`src/rtl/shift_sequencer.sv`:
```
// rtl/shift_sequencer.sv - bit-serial shifter: one bit position per clock, done pulse on completion
// Optional feature: define SHIFT_ROTATE_EN to add the rot input (rotate instead of fill).
module shift_sequencer #(
  parameter int ancho = 4
) (
  input  logic             clk,
  input  logic             rst,
  input  logic             start,
  input  logic [ancho-1:0] a,
  input  logic [ancho-1:0] b,
  input  logic             dir,
  input  logic             aluflagin,
`ifdef SHIFT_ROTATE_EN
  input  logic             rot,
`endif
  output logic             busy,
  output logic             done,
  output logic [ancho-1:0] aluresult,
  output logic             aluflags
);

  typedef enum logic [1:0] {
    IDLE  = 2'd0,
    SHIFT = 2'd1,
    DONE  = 2'd2
  } state_t;

  localparam logic [ancho-1:0] one = ancho'(1);

  state_t           state, state_nxt;
  logic [ancho-1:0] work, work_nxt;
  logic [ancho-1:0] count, count_nxt;
  logic             out_q, out_nxt;
  logic             dir_q, fill_q;
  logic             shbit, fillbit;
`ifdef SHIFT_ROTATE_EN
  logic             rot_q;
`endif

  assign busy = (state != IDLE);
  assign done = (state == DONE);

  // The bit leaving the register this step; a rotate feeds it straight back in.
  assign shbit = dir_q ? work[0] : work[ancho-1];
`ifdef SHIFT_ROTATE_EN
  assign fillbit = rot_q ? shbit : fill_q;
`else
  assign fillbit = fill_q;
`endif

  always_comb begin
    state_nxt = state;
    work_nxt  = work;
    count_nxt = count;
    out_nxt   = out_q;
    case (state)
      IDLE: begin
        if (start) begin
          work_nxt  = a;
          count_nxt = b;
          out_nxt   = 1'b0;
          state_nxt = (b != '0) ? SHIFT : DONE;
        end
      end
      SHIFT: begin
        out_nxt   = shbit;
        work_nxt  = dir_q ? {fillbit, work[ancho-1:1]} : {work[ancho-2:0], fillbit};
        count_nxt = count - one;
        // count is never zero here, so checking for one avoids any underflow.
        if (count == one) state_nxt = DONE;
      end
      DONE:    state_nxt = IDLE;
      default: state_nxt = IDLE;
    endcase
  end

  always_ff @(posedge clk) begin
    if (rst) begin
      state     <= IDLE;
      work      <= '0;
      count     <= '0;
      out_q     <= 1'b0;
      dir_q     <= 1'b0;
      fill_q    <= 1'b0;
`ifdef SHIFT_ROTATE_EN
      rot_q     <= 1'b0;
`endif
      aluresult <= '0;
      aluflags  <= 1'b0;
    end else begin
      state <= state_nxt;
      work  <= work_nxt;
      count <= count_nxt;
      out_q <= out_nxt;
      if (state == IDLE && start) begin
        dir_q  <= dir;
        fill_q <= aluflagin;
`ifdef SHIFT_ROTATE_EN
        rot_q  <= rot;
`endif
      end
      // Results are registered on the edge that enters DONE and held until the next one.
      if (state != DONE && state_nxt == DONE) begin
        aluresult <= work_nxt;
        aluflags  <= out_nxt;
      end
    end
  end

endmodule
```
`config.mk`:
```
export PLATFORM = sky130hd
export DESIGN_NAME = shift_sequencer
export DESIGN_NICKNAME = d
export VERILOG_FILES = /design/src/rtl/shift_sequencer.sv
export SDC_FILE = /design/constraint.sdc
export NUM_CORES = 1
export LEC_CHECK = 0
export BUFFER_PORTS_ARGS = -buffer_cell sky130_fd_sc_hd__buf_2
export CORE_MARGIN = 4
export CORE_UTILIZATION = 45
export DETAILED_ROUTE_END_ITERATION = 6
export PLACE_DENSITY = 0.8
export SYNTH_ARGS = -nofsm -noshare
export SYNTH_HDL_FRONTEND = slang
export SYNTH_SLANG_ARGS = --single-unit
```
`constraint.sdc`:
```
create_clock -name clk -period 1.7 [get_ports clk]
set_input_delay 0 -clock clk [delete_from_list [all_inputs] [get_ports clk]]
set_output_delay 0 -clock clk [all_outputs]
set_load 0.03 [all_outputs]
```
# Word-level counts from Yosys, hierarchy flattened
# Index checks and enable logic that the tools add are counted.
[op_classes]
addsub = 1
n_eq_ne = 6
muxes = 12
n_reduce_logical = 7
[op_table]
columns = ["op", "n"]
rows = [
  ["one-hot mux 4 bit (2 select lines)", 2],
  ["two-way mux 4 bit", 3],
  ["two-way mux 2 bit", 3],
  ["== test 2 bit (second input constant)", 2],
  ["== test 4 x 1 -> 1 bit (second input constant)", 1],
  ["!= test 2 bit (second input constant)", 2],
  ["one-hot mux 2 bit (2 select lines)", 1],
  ["nonzero test 2 bit", 2],
  ["nonzero test 4 bit", 1],
  ["subtractor 4 x 1 -> 4 bit (second input constant)", 1],
  ["== test 2 x 1 -> 1 bit (second input constant)", 1],
  ["logical AND 1 bit", 2],
  ["zero test 2 bit", 1],
  ["two-way mux 1 bit", 2],
  ["one-hot mux 1 bit (2 select lines)", 1],
  ["AND reduction 2 bit", 1],
]
[totals]
ff_bits = 18
output_inout_bits = 7

# Logic depth before layout (Yosys ltp)
# Gate-level depths: netlist of the first run.
[logic_depth]
depth_word = 6
depth_mapped = 6

# Worst setup path before layout of the first run
# Ideal clock, no wire load.
[synth_path]
path_kind = "register to register"
from = "register state[0]"
to = "register aluresult[0]"
arrival_time_ns = 1.298
required_ns = 1.572
setup_slack_ns = 0.275
path_stages_with_launch = 6
n_path_buf = 1
synth_period_minus_slack_ns = 1.425
path_cell_list = "dfxtp_1 -> buf_2 -> or3b_4 -> o22ai_4 -> mux2i_1 -> nor2_1"
[synth_via]
elab_chain_cells = 4
[synth_lines]
columns = ["element", "line", "rtl"]
rows = [
  ["start: declaration", "30", "state_t state, state_nxt;"],
  ["start signal: assignment", "91", "state <= state_nxt;"],
  ["== test 2 x 1 -> 1 bit, or another cell as far along", "56", "case (state)"],
  ["one-hot mux 2 bit (2 select lines)", "56", ""],
  ["== test 2 bit", "103", "if (state != DONE && state_nxt == DONE) begin"],
  ["logical AND 1 bit", "103", ""],
  ["end signal: assignment", "104", "aluresult <= work_nxt;"],
  ["end: declaration", "18", "output logic [ancho-1:0] aluresult,"],
]
# Parallel ways exist; a longest one is shown, timed or not.
# A chain may end at the register's enable or synchronous reset.

# Worst setup path in the final report of the first run
[layout_path]
from = "register count[0]"
to = "register aluresult[1]"
[layout_via]
elab_chain_cells = 5
[layout_lines]
columns = ["element", "line", "rtl"]
rows = [
  ["start: declaration", "32", "logic [ancho-1:0] count, count_nxt;"],
  ["start signal: assignment", "93", "count <= count_nxt;"],
  ["== test 4 x 1 -> 1 bit", "70", "if (count == one) state_nxt = DONE;"],
  ["two-way mux 2 bit", "70", ""],
  ["one-hot mux 2 bit (2 select lines)", "56", ""],
  ["== test 2 bit", "103", ""],
  ["logical AND 1 bit", "103", ""],
]
# Every way passes these cells.

==> impl_metrics.json, run 1 <==
{
  "avgSynthCellArea_um2": 8.83,
  "cts_tree": "built",
  "worstSetupEndpointType": "register",
  "grt_max_degree": 19,
  "layout.cells.non_filler": 150,
  "synth_common_cells": "18 x dfxtp_1, 17 x nor2_1, 14 x mux2i_1",
  "post_cts_buffers": 0,
  "pwr_density_cell_mw_per_mm2": 865,
  "worstSetupPathType": "register to register",
  "rsz0062_at_grt": "false",
  "critPathArrivalTime_ns": 1.73,
  "post-place-cells": 143,
  "boundaryPins": 20,
  "rrSetupSlack_ns": 0.16,
  "yosys-top-cells-area": "dfxtp_1 40%, mux2i_1 15%, nor2_1 7.0%, a21oi_1 4.4%, o22ai_1 3.4%",
  "fmax_ghz": 0.648,
  "fill_cells": 181,
  "drtIter0Drc": 13,
  "min_path_cells": 4,
  "cts_buffers": 3,
  "syn-cell-area_um2": 910,
  "cts-resized-gates": 0,
  "ys_warn_count": 0,
  "cap_violations": 0,
  "clock-sinks": 18,
  "synth_edf_count": 0,
  "hold_path.class": "input port to register",
  "run_status": "finished clean",
  "power_leakage_nw": 0.444,
  "ys_ff_latch": 18,
  "place_area_mm2": 0.00102,
  "min_to": "count[0]",
  "yosys.area.top_type": "dfxtp_1",
  "initial_core_util_pct": 46.8,
  "grt_first_pass_wirelength_um": 3320,
  "routed_wl_um": 1930,
  "dr.pass1.iters": 4,
  "period_share_pct": 90.8,
  "dp_slack_ns": 0.193,
  "r2r-end": "aluresult[1]",
  "antenna_found_initial": 0,
  "drc": 0,
  "cts_buffer_depth": 2,
  "rr_startpoint": "count[0]",
  "hpwlAfterDp_um": 1440,
  "io_buffers": 19,
  "synthToLayoutAreaGrowth_pct": 19.3,
  "syn_inst": 103,
  "clockRootBuffer": "clkbuf_4",
  "seq_area_um2": 360,
  "clkLatencyLatePin_ns": 0.30,
  "synthFlopType": "dfxtp_1",
  "dieWidth_um": 53.0,
  "critPathMaxFanout": 7,
  "antenna_left": 0,
  "die_h_um": 53.0,
  "core_area_mm2": 0.00194,
  "hold_start": "b[0]",
  "crit_family": "flip-flops",
  "synth_fp_nets": 118,
  "grt-ovfl-total": 0,
  "required_ns": 1.89,
  "fin_crit_ns": 1.54,
  "hold_violations": 0,
  "synth_cell_types": 27,
  "crit_slowest_cell": "dfxtp_1",
  "viasPerCell": 5.19,
  "drive_above_1_share_pct": 24.4,
  "multi_input_area_um2": 507,
  "gp_congestion": 0.838,
  "synth_sequential_area_ratio_pct": 39.6,
  "nets": 139,
  "crit_buf_inv": 0,
  "n_antenna_cell": 0,
  "cpPeakStageDelay_ns": 0.42,
  "synth_top_area_share_pct": 39.6,
  "worstRegToRegCells": 5,
  "vias": 778,
  "grt_pass1_vias": 752,
  "slew_headroom_pct": 65.4,
  "clkTransAtPathRegs_ns": 0.10,
  "fin_ws_ns": 0.157,
  "start_kind": "register",
  "row_count": 16,
  "worst_pin_slew_ns": 0.519,
  "ctsHtreeMaxLevel": 1,
  "setup_viol": 0,
  "synthMostInstantiatedCell": "dfxtp_1",
  "drv_slew": 0,
  "fin_worst_skew_ns": 0.00353,
  "grt_usage_pct": 15.9,
  "cp_cell_sequence": "ha_1 > nand4bb_1 > o22ai_4 > mux2i_1 > nor2_1",
  "peakVddDrop_uv": 449,
  "worst_hold_slack_ns": 0.0411,
  "die_area_mm2": 0.00280,
  "async_flop_share_pct": 0,
  "design_area_mm2": 0.00108,
  "wire_per_inst_um": 12.8,
  "fin_tns_setup_ns": 0
}
-- area by class of cell --
| cell class | count | share of cell area (%) |
|---|---|---|
| clock buffer | 4 | 3.34 |
| inverter | 2 | 0.692 |
| multi-input combinational | 75 | 46.7 |
| sequential | 18 | 33.2 |
| tap | 27 | 3.11 |
| timing repair buffer | 24 | 12.9 |
-- stage by stage --
step	power [mW]	utilization, %
2_1_floorplan	0.626	-
3_3_place_gp	0.668	52.4
3_5_place_dp	0.675	52.4
4_1_cts	0.946	55.9
5_1_grt	0.995	55.9
6_report	0.938	55.9
-- where the power goes --
group	leakage [nW]	switching (mW)	internal (mW)	total, mW
Combinational	0.276	0.101	0.0889	0.190
Sequential	0.147	0.0320	0.450	0.482
Clock	0.0210	0.135	0.131	0.266
-- flip-flops by register name, indices dropped and copies added, names as in the netlist --
register,cells
aluflags,1
fill_q,1
work,4
aluresult,4
state,2
out_q,1
count,4
dir_q,1
-- kinds of logic after synthesis --
kind of cell | count (synthesis) | share of synthesized area (%)
simple gates | 39 | 22.0
compound gates | 19 | 14.3
flops | 18 | 39.6
mux | 15 | 16.6
buf+inv | 10 | 4.68
fa+ha+maj | 2 | 2.75
-- worst max-delay path by stage --
| stage | start | endpoint | slack (ns) | depth (start not counted) |
|---|---|---|---|---|
| final | count[0] | aluresult[1] | 0.16 | 5 |
| after global routing | count[0] | aluresult[1] | 0.05 | 5 |
| after CTS | count[0] | aluresult[1] | 0.17 | 5 |
| after detailed placement | count[0] | aluresult[1] | 0.19 | 5 |
| after global placement | count[0] | aluresult[1] | 0.23 | 5 |
| after floorplan | state[0] | aluresult[0] | 0.27 | 5 |
-- worst register-to-register path, stage by stage (launching register included) --
cell	delay, ns
dfxtp_1	0.42
ha_1	0.18
nand4bb_1	0.20
o22ai_4	0.33
mux2i_1	0.25
nor2_1	0.05
-- layout by cell type, fill, tap and decap left out --
cell           synthesis  final
nor2_1                17     17
or4_4                  1      1
or4_1                  1      1
mux2i_1               14     14
o211ai_1               1      1
nand2_1                7      7
buf_4                  1      2
nor3b_1                2      2
a21oi_1                8      8
ha_1                   2      2
nor2b_1                3      3
dlygate4sd3_1          0      3
dfxtp_1               18     18
o22ai_4                1      1
mux2_2                 1      1
clkbuf_4               0      3
nand4bb_1              1      1
a211oi_2               1      1
a31oi_1                3      3
inv_1                  2      2
or3b_4                 1      1
nand3_1                2      2
clkbuf_8               0      1
o22ai_1                5      5
nand2b_1               2      2
or2_0                  1      1
or2_1                  1      1
buf_2                  1     19
-- routing by layer --
layer	GRT usage, %	share of wire (%)
met1	20.7	46
met4	5.53	1.6
met5	0	0
met2	24.4	47
met3	5.07	5.6
-- what timing repair did --
action                                  CTS  global route
endpoints found under the setup margin    0             0
hold buffers                              3             0
hold endpoints to repair                  3             0
(Power assumes the default switching activity.)
==> run 2, diff against run 1 <==
- PLACE_DENSITY: 0.8 -> 0.83
- clock period: 1.7 -> 1.35 ns (I/O delays scaled with it)
==> impl_metrics.json, run 2 (synthesis results as in run 1) <==
{
  "hpwlAfterDp_um": 1590,
  "dr.pass1.iters": 4,
  "fin_util_pct": 64.2,
  "critPathMaxFanout": 6,
  "initial_core_util_pct": 46.8,
  "topRoutingLayerUsed": "met4",
  "drive_above_1_share_pct": 40.1,
  "antenna_found_initial": 0,
  "drv_slew": 0,
  "hold_path.class": "input port to register",
  "wl_met2_um": 1150,
  "min_to": "out_q",
  "row_count": 16,
  "slew_headroom_pct": 78.0,
  "core_area_mm2": 0.00194,
  "drtIter0Drc": 4,
  "final_common_cell": "buf_2",
  "cts_buffer_depth": 2,
  "fmax_ghz": 0.701,
  "die_h_um": 53.0,
  "period_share_pct": 106,
  "final_cell_mix": "19 x buf_2, 17 x nor2_1, 15 x buf_4, 14 x mux2i_1, 13 x dfxtp_1",
  "grt_first_pass_wirelength_um": 3740,
  "cts_tree": "built",
  "rsz0062_at_grt": "true",
  "antenna_left": 0,
  "grt_usage_pct": 18.6,
  "fin_tns_setup_ns": -0.218,
  "multi_input_area_um2": 552,
  "grt-ovfl-total": 0,
  "clkTransAtPathRegs_ns": 0.11,
  "peakVddDrop_uv": 593,
  "wl_met3_um": 109,
  "die_area_mm2": 0.00280,
  "nets": 153,
  "required_ns": 1.54,
  "routed_wl_um": 2230,
  "power_leakage_nw": 0.527,
  "hold_start": "rst",
  "clockRootBuffer": "clkbuf_4",
  "clkLatencyLatePin_ns": 0.31,
  "n_antenna_cell": 0,
  "wl_met1_um": 947,
  "worstSetupPathType": "register to register",
  "rrSetupSlack_ns": -0.08,
  "start_kind": "register",
  "worst_pin_slew_ns": 0.330,
  "drc": 0,
  "ctsHtreeMaxLevel": 1,
  "boundaryPins": 20,
  "design_area_mm2": 0.00125,
  "largestRegisters": "aluresult x4, count x4, work x4",
  "violations": "setup timing",
  "run_status": "finished, violations left",
  "fill_cells": 173,
  "dieWidth_um": 53.0,
  "vias": 869,
  "layout.cells.non_filler": 164,
  "clock-sinks": 18,
  "grt_pass1_vias": 825,
  "cap_violations": 0,
  "min_path_cells": 2,
  "pwr_density_cell_mw_per_mm2": 1020,
  "setup_viol": 5,
  "place_area_mm2": 0.00111,
  "fin_crit_ns": 1.43,
  "fin_worst_skew_ns": 0.0107,
  "wire_per_inst_um": 13.6,
  "io_buffers": 19,
  "worstRegToRegCells": 4,
  "worstSetupEndpointType": "register",
  "viasPerCell": 5.30,
  "gp_congestion": 0.825,
  "synthToLayoutAreaGrowth_pct": 37.1,
  "r2r-end": "aluresult[0]",
  "cts_buffers": 3,
  "critPathArrivalTime_ns": 1.61,
  "seq_area_um2": 369,
  "hold_violations": 0,
  "post-place-cells": 155,
  "dp_slack_ns": -0.0989,
  "grt_max_degree": 19,
  "fin_ws_ns": -0.0768,
  "rr_startpoint": "state[0]"
}
## run 2: cell type report
class	instances	area share (%)
Multi-Input combinational cell	75	44.2
Sequential cell	18	29.6
Timing Repair Buffer	38	20.0
Clock buffer	4	2.91
Tap cell	27	2.71
Inverter	2	0.602
## run 2: power breakdown
| part | total, mW | switching [mW] | internal (mW) |
|---|---|---|---|
| registers | 0.607 | 0.0373 | 0.569 |
| clock network | 0.344 | 0.179 | 0.165 |
| logic | 0.323 | 0.155 | 0.168 |
| total | 1.27 | 0.372 | 0.902 |
## run 2: timing repair
item                                    in CTS  in global routing
buffers inserted                             2                  0
endpoints found under the setup margin       7                 10
resized for setup                           11                  3
endpoints found under the hold margin        3                  0
hold buffers                                 3                  0
pin swaps                                    3                  1
## run 2: how the worst max path moves through the flow
| stage | start | endpoint | slack [ns] | depth (start not counted) |
|---|---|---|---|---|
| 2_1_floorplan | state[0] | aluresult[0] | -0.05 | 5 |
| 3_3_place_gp | state[0] | count[3] | -0.01 | 4 |
| 3_5_place_dp | count[1] | aluresult[0] | -0.1 | 6 |
| 4_1_cts | state[0] | aluresult[0] | -0.07 | 4 |
| 5_1_grt | state[0] | aluresult[0] | -0.16 | 4 |
| 6_report | state[0] | aluresult[0] | -0.08 | 4 |
## run 2: per-layer routing
metal / GRT usage [%] / up-vias
met1: 21.2 / 416
li1: - / 425
met3: 5.35 / 4
met5: 0 / -
met4: 11.1 / 0
met2: 30.6 / 24
## run 2: stage by stage
stage | power, mW | hold slack, ns
finish | 1.27 | 0.0565
CTS | 1.27 | 0.0592
global route | 1.35 | 0.0584
floorplan | 0.793 | 0.136
global placement | 0.881 | 0.251
detailed placement | 0.891 | 0.250
## run 2: critical path, stage by stage, from the launching register on
cell and delay [ns]:
dfxtp_4 0.38, or3b_4 0.39, o22ai_4 0.22, mux2i_1 0.25, nor2_1 0.06
